**src/rtl/mips_pkg.sv**
```systemverilog
// Shared types and constants for the operand fetch slice.
// Holds the issue FSM state enum, register-number width and data width.
package mips_pkg;

    localparam int DATA_W    = 32;
    localparam int REG_NUM_W = 5;

    localparam logic [REG_NUM_W-1:0] REG_ZERO = 5'd0;

    typedef enum logic [1:0] {
        ST_IDLE  = 2'd0,
        ST_READ  = 2'd1,
        ST_VALID = 2'd2
    } state_t;

endpackage

```
**src/rtl/operand_fwd.sv**
```systemverilog
// Last-write slot plus per-operand select for both source operands.
// Ports: clock/reset_n, write/wnum/wdata (array write port), rs1/rs2,
// rdata1/rdata2 (array read data), op1/op2 (resolved), hit (slot collision).
// Macro OPFETCH_BYPASS_EN: forward slot data instead of reporting a hit.
module operand_fwd
    import mips_pkg::*;
(
    input  logic                 clock,
    input  logic                 reset_n,
    input  logic                 write,
    input  logic [REG_NUM_W-1:0] wnum,
    input  logic [DATA_W-1:0]    wdata,
    input  logic [REG_NUM_W-1:0] rs1,
    input  logic [REG_NUM_W-1:0] rs2,
    input  logic [DATA_W-1:0]    rdata1,
    input  logic [DATA_W-1:0]    rdata2,
    output logic [DATA_W-1:0]    op1,
    output logic [DATA_W-1:0]    op2,
    output logic                 hit
);

    logic                 lw_valid;
    logic [REG_NUM_W-1:0] lw_num;
    logic [DATA_W-1:0]    lw_data;
    logic                 hit1;
    logic                 hit2;

    // The array's registered read lags a write by one edge; the slot
    // remembers that write so it can cover the gap.
    always_ff @(posedge clock or negedge reset_n) begin
        if (!reset_n) begin
            lw_valid <= 1'b0;
            lw_num   <= REG_ZERO;
            lw_data  <= '0;
        end else begin
            lw_valid <= write;
            lw_num   <= wnum;
            lw_data  <= wdata;
        end
    end

    assign hit1 = lw_valid & (lw_num == rs1) & (rs1 != REG_ZERO);
    assign hit2 = lw_valid & (lw_num == rs2) & (rs2 != REG_ZERO);

`ifdef OPFETCH_BYPASS_EN
    assign hit = 1'b0;
    assign op1 = (rs1 == REG_ZERO) ? '0 : (hit1 ? lw_data : rdata1);
    assign op2 = (rs2 == REG_ZERO) ? '0 : (hit2 ? lw_data : rdata2);
`else
    assign hit = hit1 | hit2;
    assign op1 = (rs1 == REG_ZERO) ? '0 : rdata1;
    assign op2 = (rs2 == REG_ZERO) ? '0 : rdata2;
`endif

endmodule

```
**src/rtl/operand_fetch.sv**
```systemverilog
// Operand fetch stage: accepts an issue request, reads the register array,
// and hands resolved operands to execute (IDLE -> READ -> VALID).
// Ports: clock/reset_n, in_* issue handshake, flush, wb_* writeback,
// rnum*/rdata* array read, write/wnum/wdata array write, out_* to execute.
// Macro OPFETCH_BYPASS_EN: enables last-write forwarding (else 1-cycle stall).
module operand_fetch #(
    parameter int DATA_W = 32
) (
    input  logic                          clock,
    input  logic                          reset_n,
    input  logic                          in_valid,
    output logic                          in_ready,
    input  logic [mips_pkg::REG_NUM_W-1:0] in_rs1,
    input  logic [mips_pkg::REG_NUM_W-1:0] in_rs2,
    input  logic [mips_pkg::REG_NUM_W-1:0] in_rd,
    input  logic                          flush,
    input  logic                          wb_valid,
    input  logic [mips_pkg::REG_NUM_W-1:0] wb_num,
    input  logic [DATA_W-1:0]             wb_data,
    output logic [mips_pkg::REG_NUM_W-1:0] rnum1,
    output logic [mips_pkg::REG_NUM_W-1:0] rnum2,
    input  logic [DATA_W-1:0]             rdata1,
    input  logic [DATA_W-1:0]             rdata2,
    output logic                          write,
    output logic [mips_pkg::REG_NUM_W-1:0] wnum,
    output logic [DATA_W-1:0]             wdata,
    output logic                          out_valid,
    input  logic                          out_ready,
    output logic [DATA_W-1:0]             out_op1,
    output logic [DATA_W-1:0]             out_op2,
    output logic [mips_pkg::REG_NUM_W-1:0] out_rd
);

    import mips_pkg::*;

    state_t               state_q;
    state_t               state_d;
    logic [REG_NUM_W-1:0] rs1_q;
    logic [REG_NUM_W-1:0] rs2_q;
    logic [REG_NUM_W-1:0] rd_q;
    logic                 stall;
    logic                 handoff;
    logic                 accept;

    assign write = wb_valid & (wb_num != REG_ZERO);
    assign wnum  = wb_num;
    assign wdata = wb_data;

    assign rnum1  = rs1_q;
    assign rnum2  = rs2_q;
    assign out_rd = rd_q;

    assign out_valid = (state_q == ST_VALID) & ~flush & ~stall;
    assign handoff   = out_valid & out_ready;
    assign in_ready  = ~flush & ((state_q == ST_IDLE) | handoff);
    assign accept    = in_valid & in_ready;

    always_comb begin
        state_d = state_q;
        if (flush) begin
            state_d = ST_IDLE;
        end else begin
            unique case (state_q)
                ST_IDLE:  if (accept) state_d = ST_READ;
                ST_READ:  state_d = ST_VALID;
                ST_VALID: if (handoff) state_d = accept ? ST_READ : ST_IDLE;
                default:  state_d = ST_IDLE;
            endcase
        end
    end

    always_ff @(posedge clock or negedge reset_n) begin
        if (!reset_n) begin
            state_q <= ST_IDLE;
            rs1_q   <= REG_ZERO;
            rs2_q   <= REG_ZERO;
            rd_q    <= REG_ZERO;
        end else begin
            state_q <= state_d;
            if (accept) begin
                rs1_q <= in_rs1;
                rs2_q <= in_rs2;
                rd_q  <= in_rd;
            end
        end
    end

    operand_fwd u_fwd (
        .clock   (clock),
        .reset_n (reset_n),
        .write   (write),
        .wnum    (wnum),
        .wdata   (wdata),
        .rs1     (rs1_q),
        .rs2     (rs2_q),
        .rdata1  (rdata1),
        .rdata2  (rdata2),
        .op1     (out_op1),
        .op2     (out_op2),
        .hit     (stall)
    );

endmodule

```
**config.mk**
```make
export PLATFORM = sky130hd
export DESIGN_NAME = operand_fetch
export DESIGN_NICKNAME = d
export VERILOG_FILES = /design/src/rtl/mips_pkg.sv /design/src/rtl/operand_fwd.sv /design/src/rtl/operand_fetch.sv
export SDC_FILE = /design/constraint.sdc
export NUM_CORES = 1
export LEC_CHECK = 0
export CORE_MARGIN = 10
export CORE_UTILIZATION = 27
export CTS_CLUSTER_DIAMETER = 80
export CTS_CLUSTER_SIZE = 20
export DETAILED_ROUTE_END_ITERATION = 10
export HOLD_SLACK_MARGIN = 0.12
export PLACE_DENSITY = 0.84
export SLEW_MARGIN = 20
export SYNTH_ARGS = -nofsm -noshare
export SYNTH_HDL_FRONTEND = slang
export SYNTH_SLANG_ARGS = --single-unit
```
**constraint.sdc**
```tcl
create_clock -name clock -period 3.2 [get_ports clock]
set_input_delay 0.48 -clock clock [delete_from_list [all_inputs] [get_ports clock]]
set_output_delay 0.48 -clock clock [all_outputs]
set_load 0.02 [all_outputs]
```
==> out/qor.txt <==
Outcome: completed
Flop pwr share: 29.2%
CP arrival: 2.45 ns
CP endpoint kind: output port
Largest cells by area after synthesis: dfrtp_1, nor2b_1, buf_4, mux2_4, xor2_1
Top delay family on crit path: simple AND/OR/NAND/NOR gates
Total Wirelength: 7405 microns
1st-iter DRT viols: 12
Initial Util: 27.84%
Critical path required time: 2.72 ns
Endpoints failing hold: 0
Slew @ Worst Pin: 0.6418 ns
Residual DRC: 0
Crit-path cells: or4_1 -> nor2_4 -> nor3_2 -> a22o_4 -> a21oi_1 -> clkdlybuf4s50_1
FP Rows: 29
Adder-Cell Fraction of Synth Area: 0%
FMAX: 0.3412 GHz
Diode count: 0
Crit path launch type: flop
Die area: 10,230 sq um
Clock buffer depth: 2
FF/Latch Area: 575.6 sq um
Mapped Cells: 179
Fin crit period: 2.931 ns
Root Driver: clkbuf_8
Gate power share: 58.2%
First-pass DRT Iterations: 3
Largest family of logic cells by synthesized area: simple AND/OR/NAND/NOR gates
# IOs: 241
Setup Viol. Count Final: 0
CTS Hold Bufs: 0
Setup TNS: 0 ns
Die Y: 101.2 microns
Worst Path Max Fanout: 4
Max-cap viol count: 0
Setup bufs post-CTS: 0
GRT Overall Usage: 12.77%
LEAKAGE: 1.366 nW
Filler cells: 564
Core Area: 6386 sq um
Cell taking the most area after synthesis: dfrtp_1
Share of cells above drive strength 1: 10.09%
IO Port Bufs: 176
Most frequent cells in the layout: clkdlybuf4s50_1, nor2b_1, dfrtp_1, xor2_1, mux2_4
Synthesized net count: 301
Worst clock skew: 0.004865 ns
Post-Syn Area: 1778 sq um
Clock-pin slew on the worst setup and hold paths: 0.08 ns
Mean Syn Cell Area: 9.933 sq um
Clk pwr share: 12.6%
Multi-input gate area: 878.3 sq um
P&R area growth vs syn: 89.51%
First-pass GRT wire length: 10,510 microns
Int Power: 889.5 uW
CTS buffer count: 3
Ys Warns: 0
Die X: 101.2 microns
Post-synthesis simple-gate area fraction: 28.78%
WP buf/inv: 1
H-tree depth: 1
Post-synth EDFFs: 0
TritonCTS Sinks: 23
Initial antenna violation count: 0
Crit Path Class: flop to output port
ANT nets after route: 0
Worst-Skew Late Latency: 0.26 ns
NumNets Final: 440
Worst VDD drop: 0.3416 mV
Net Sw Frac: 36.86%
Routed vias/inst: 4.315
Final Cycle Share: 91.58%
Net Sw Power: 519.3 uW
Synth Area in XOR/XNOR: 4.926%
Post-synthesis mux area share: 11.40%
Post-synthesis async set-or-reset flop share: 100.0%
Largest net degree at the start of global routing: 33
Routed WL per cell: 18.79 microns
Sequential fraction of the synthesis area: 32.37%
Non-Filler Instances: 394
Synth Flop Type: dfrtp_1
Slew headroom: 57.05%
Vias after detailed routing: 1,700
Distinct cells, synth: 28
Yosys reg bits: 23
PwrDens: 418.1 nW/um^2
Commonest non-fill, non-tap cell in the layout: clkdlybuf4s50_1
Post-synthesis compound-gate area fraction: 4.293%
Placer congestion estimate: 0.7611
RSZ-0062 raised after global routing: no
Grt total ovfl: 0
Slowest cell delay on critical path: 0.62 ns
Placed cells: 390
HP Class: primary input to async pin
Vias in the first global route: 1,879
Post-synth top area share: 32.37%
CTS tree: built
Post-detail-place hpwl: 6615 microns
Slew Limit Fails: 0
Max stage delay cell, worst path: clkdlybuf4s50_1
area by class of cell:
cell class / count / share of cell area (%)
Clock buffer: 4 / 1.337
Inverter: 1 / 0.1114
Multi-Input combinational cell: 111 / 26.07
Sequential cell: 23 / 17.08
Tap cell: 77 / 2.859
Timing Repair Buffer: 178 / 52.54
state kept, by name (all words and copies together), names as in the netlist:
register        count
out_rd              5
rnum1               5
rnum2               5
u_fwd.lw_num        5
state_q             2
u_fwd.lw_valid      1
per-layer routing:
metal | part of all wire (%) | global-route usage (%) | wire length [microns] | up-vias
met5 | 0 | 0 | 0 | -
met4 | 1.4 | 3.323 | 102 | 0
met3 | 13 | 6.943 | 993 | 11
met2 | 54 | 24.27 | 3962 | 114
met1 | 32 | 11.35 | 2345 | 763
li1 | - | - | - | 812
logic make-up after synthesis:
| group | count (synthesis) |
|---|---|
| buf+inv | 45 |
| flops | 23 |
| compound gates | 8 |
| simple gates | 78 |
| mux | 15 |
| xor+xnor | 10 |
final timing paths:
check / start / endpoint / slack [ns] / cells past startpoint
setup / recovery: rnum1[1]$_DFFE_PN0P_ / out_valid / 0.27 / 6
hold / removal: reset_n / u_fwd.lw_num[1]$_DFF_PN0_ / 0.17 / 1
setup reg to reg: rnum1[1]$_DFFE_PN0P_ / rnum2[3]$_DFFE_PN0P_ / 0.71 / 6
hold reg to reg: out_rd[0]$_DFFE_PN0P_ / out_rd[0]$_DFFE_PN0P_ / 0.51 / 1
max in group asynchronous: reset_n / u_fwd.lw_num[3]$_DFF_PN0_ / 2.69 / 1
min in group clock: out_rd[0]$_DFFE_PN0P_ / out_rd[0]$_DFFE_PN0P_ / 0.51 / 1
worst reg2reg max path: cells and delay by family (launching register included):
| family | cells | cell delay [ns] |
|---|---|---|
| multiplexers | 1 | 0.41 |
| AO/OA/AOI/OAI | 2 | 0.78 |
| flip-flops | 1 | 0.42 |
| AND/OR/NAND/NOR | 3 | 0.75 |
synth_stat cells (all sizes together), types with 2 or more instances:
master	n
buf	38
nor2	3
nand3	2
xor2	10
o21ai	2
clkbuf	6
or4	3
nor2b	60
mux2	15
and2b	4
nor3	4
dfrtp	23
timing repair:
action                                 in CTS  in global routing
gates resized for setup                     1                  0
setup endpoints to repair                   1                  0
endpoints found under the hold margin       0                  0
power groups by stage:
| stage | Combinational [mW] | Sequential, mW | Clock (mW) |
|---|---|---|---|
| floorplan | 0.395 | 0.471 | 0 |
| global placement | 0.825 | 0.410 | 0 |
| detailed placement | 0.833 | 0.418 | 0 |
| CTS | 0.836 | 0.413 | 0.181 |
| global route | 0.871 | 0.422 | 0.194 |
| finish | 0.820 | 0.411 | 0.178 |
through the flow:
stage | utilization (%) | power (mW) | setup WS (ns) | instance area (sq um) | hold WS [ns]
2_1_floorplan | - | 0.8656 | 0.5003 | 1778 | 0.1844
3_3_place_gp | 52.16 | 1.235 | 0.3200 | 3331 | 0.4952
3_5_place_dp | 52.16 | 1.251 | 0.2467 | 3331 | 0.5016
4_1_cts | 52.84 | 1.430 | 0.2347 | 3374 | 0.5160
5_1_grt | 52.76 | 1.487 | 0.1732 | 3369 | 0.2103
6_report | 52.76 | 1.409 | 0.2693 | 3369 | 0.1741
Power figures use the tool's default switching activity.
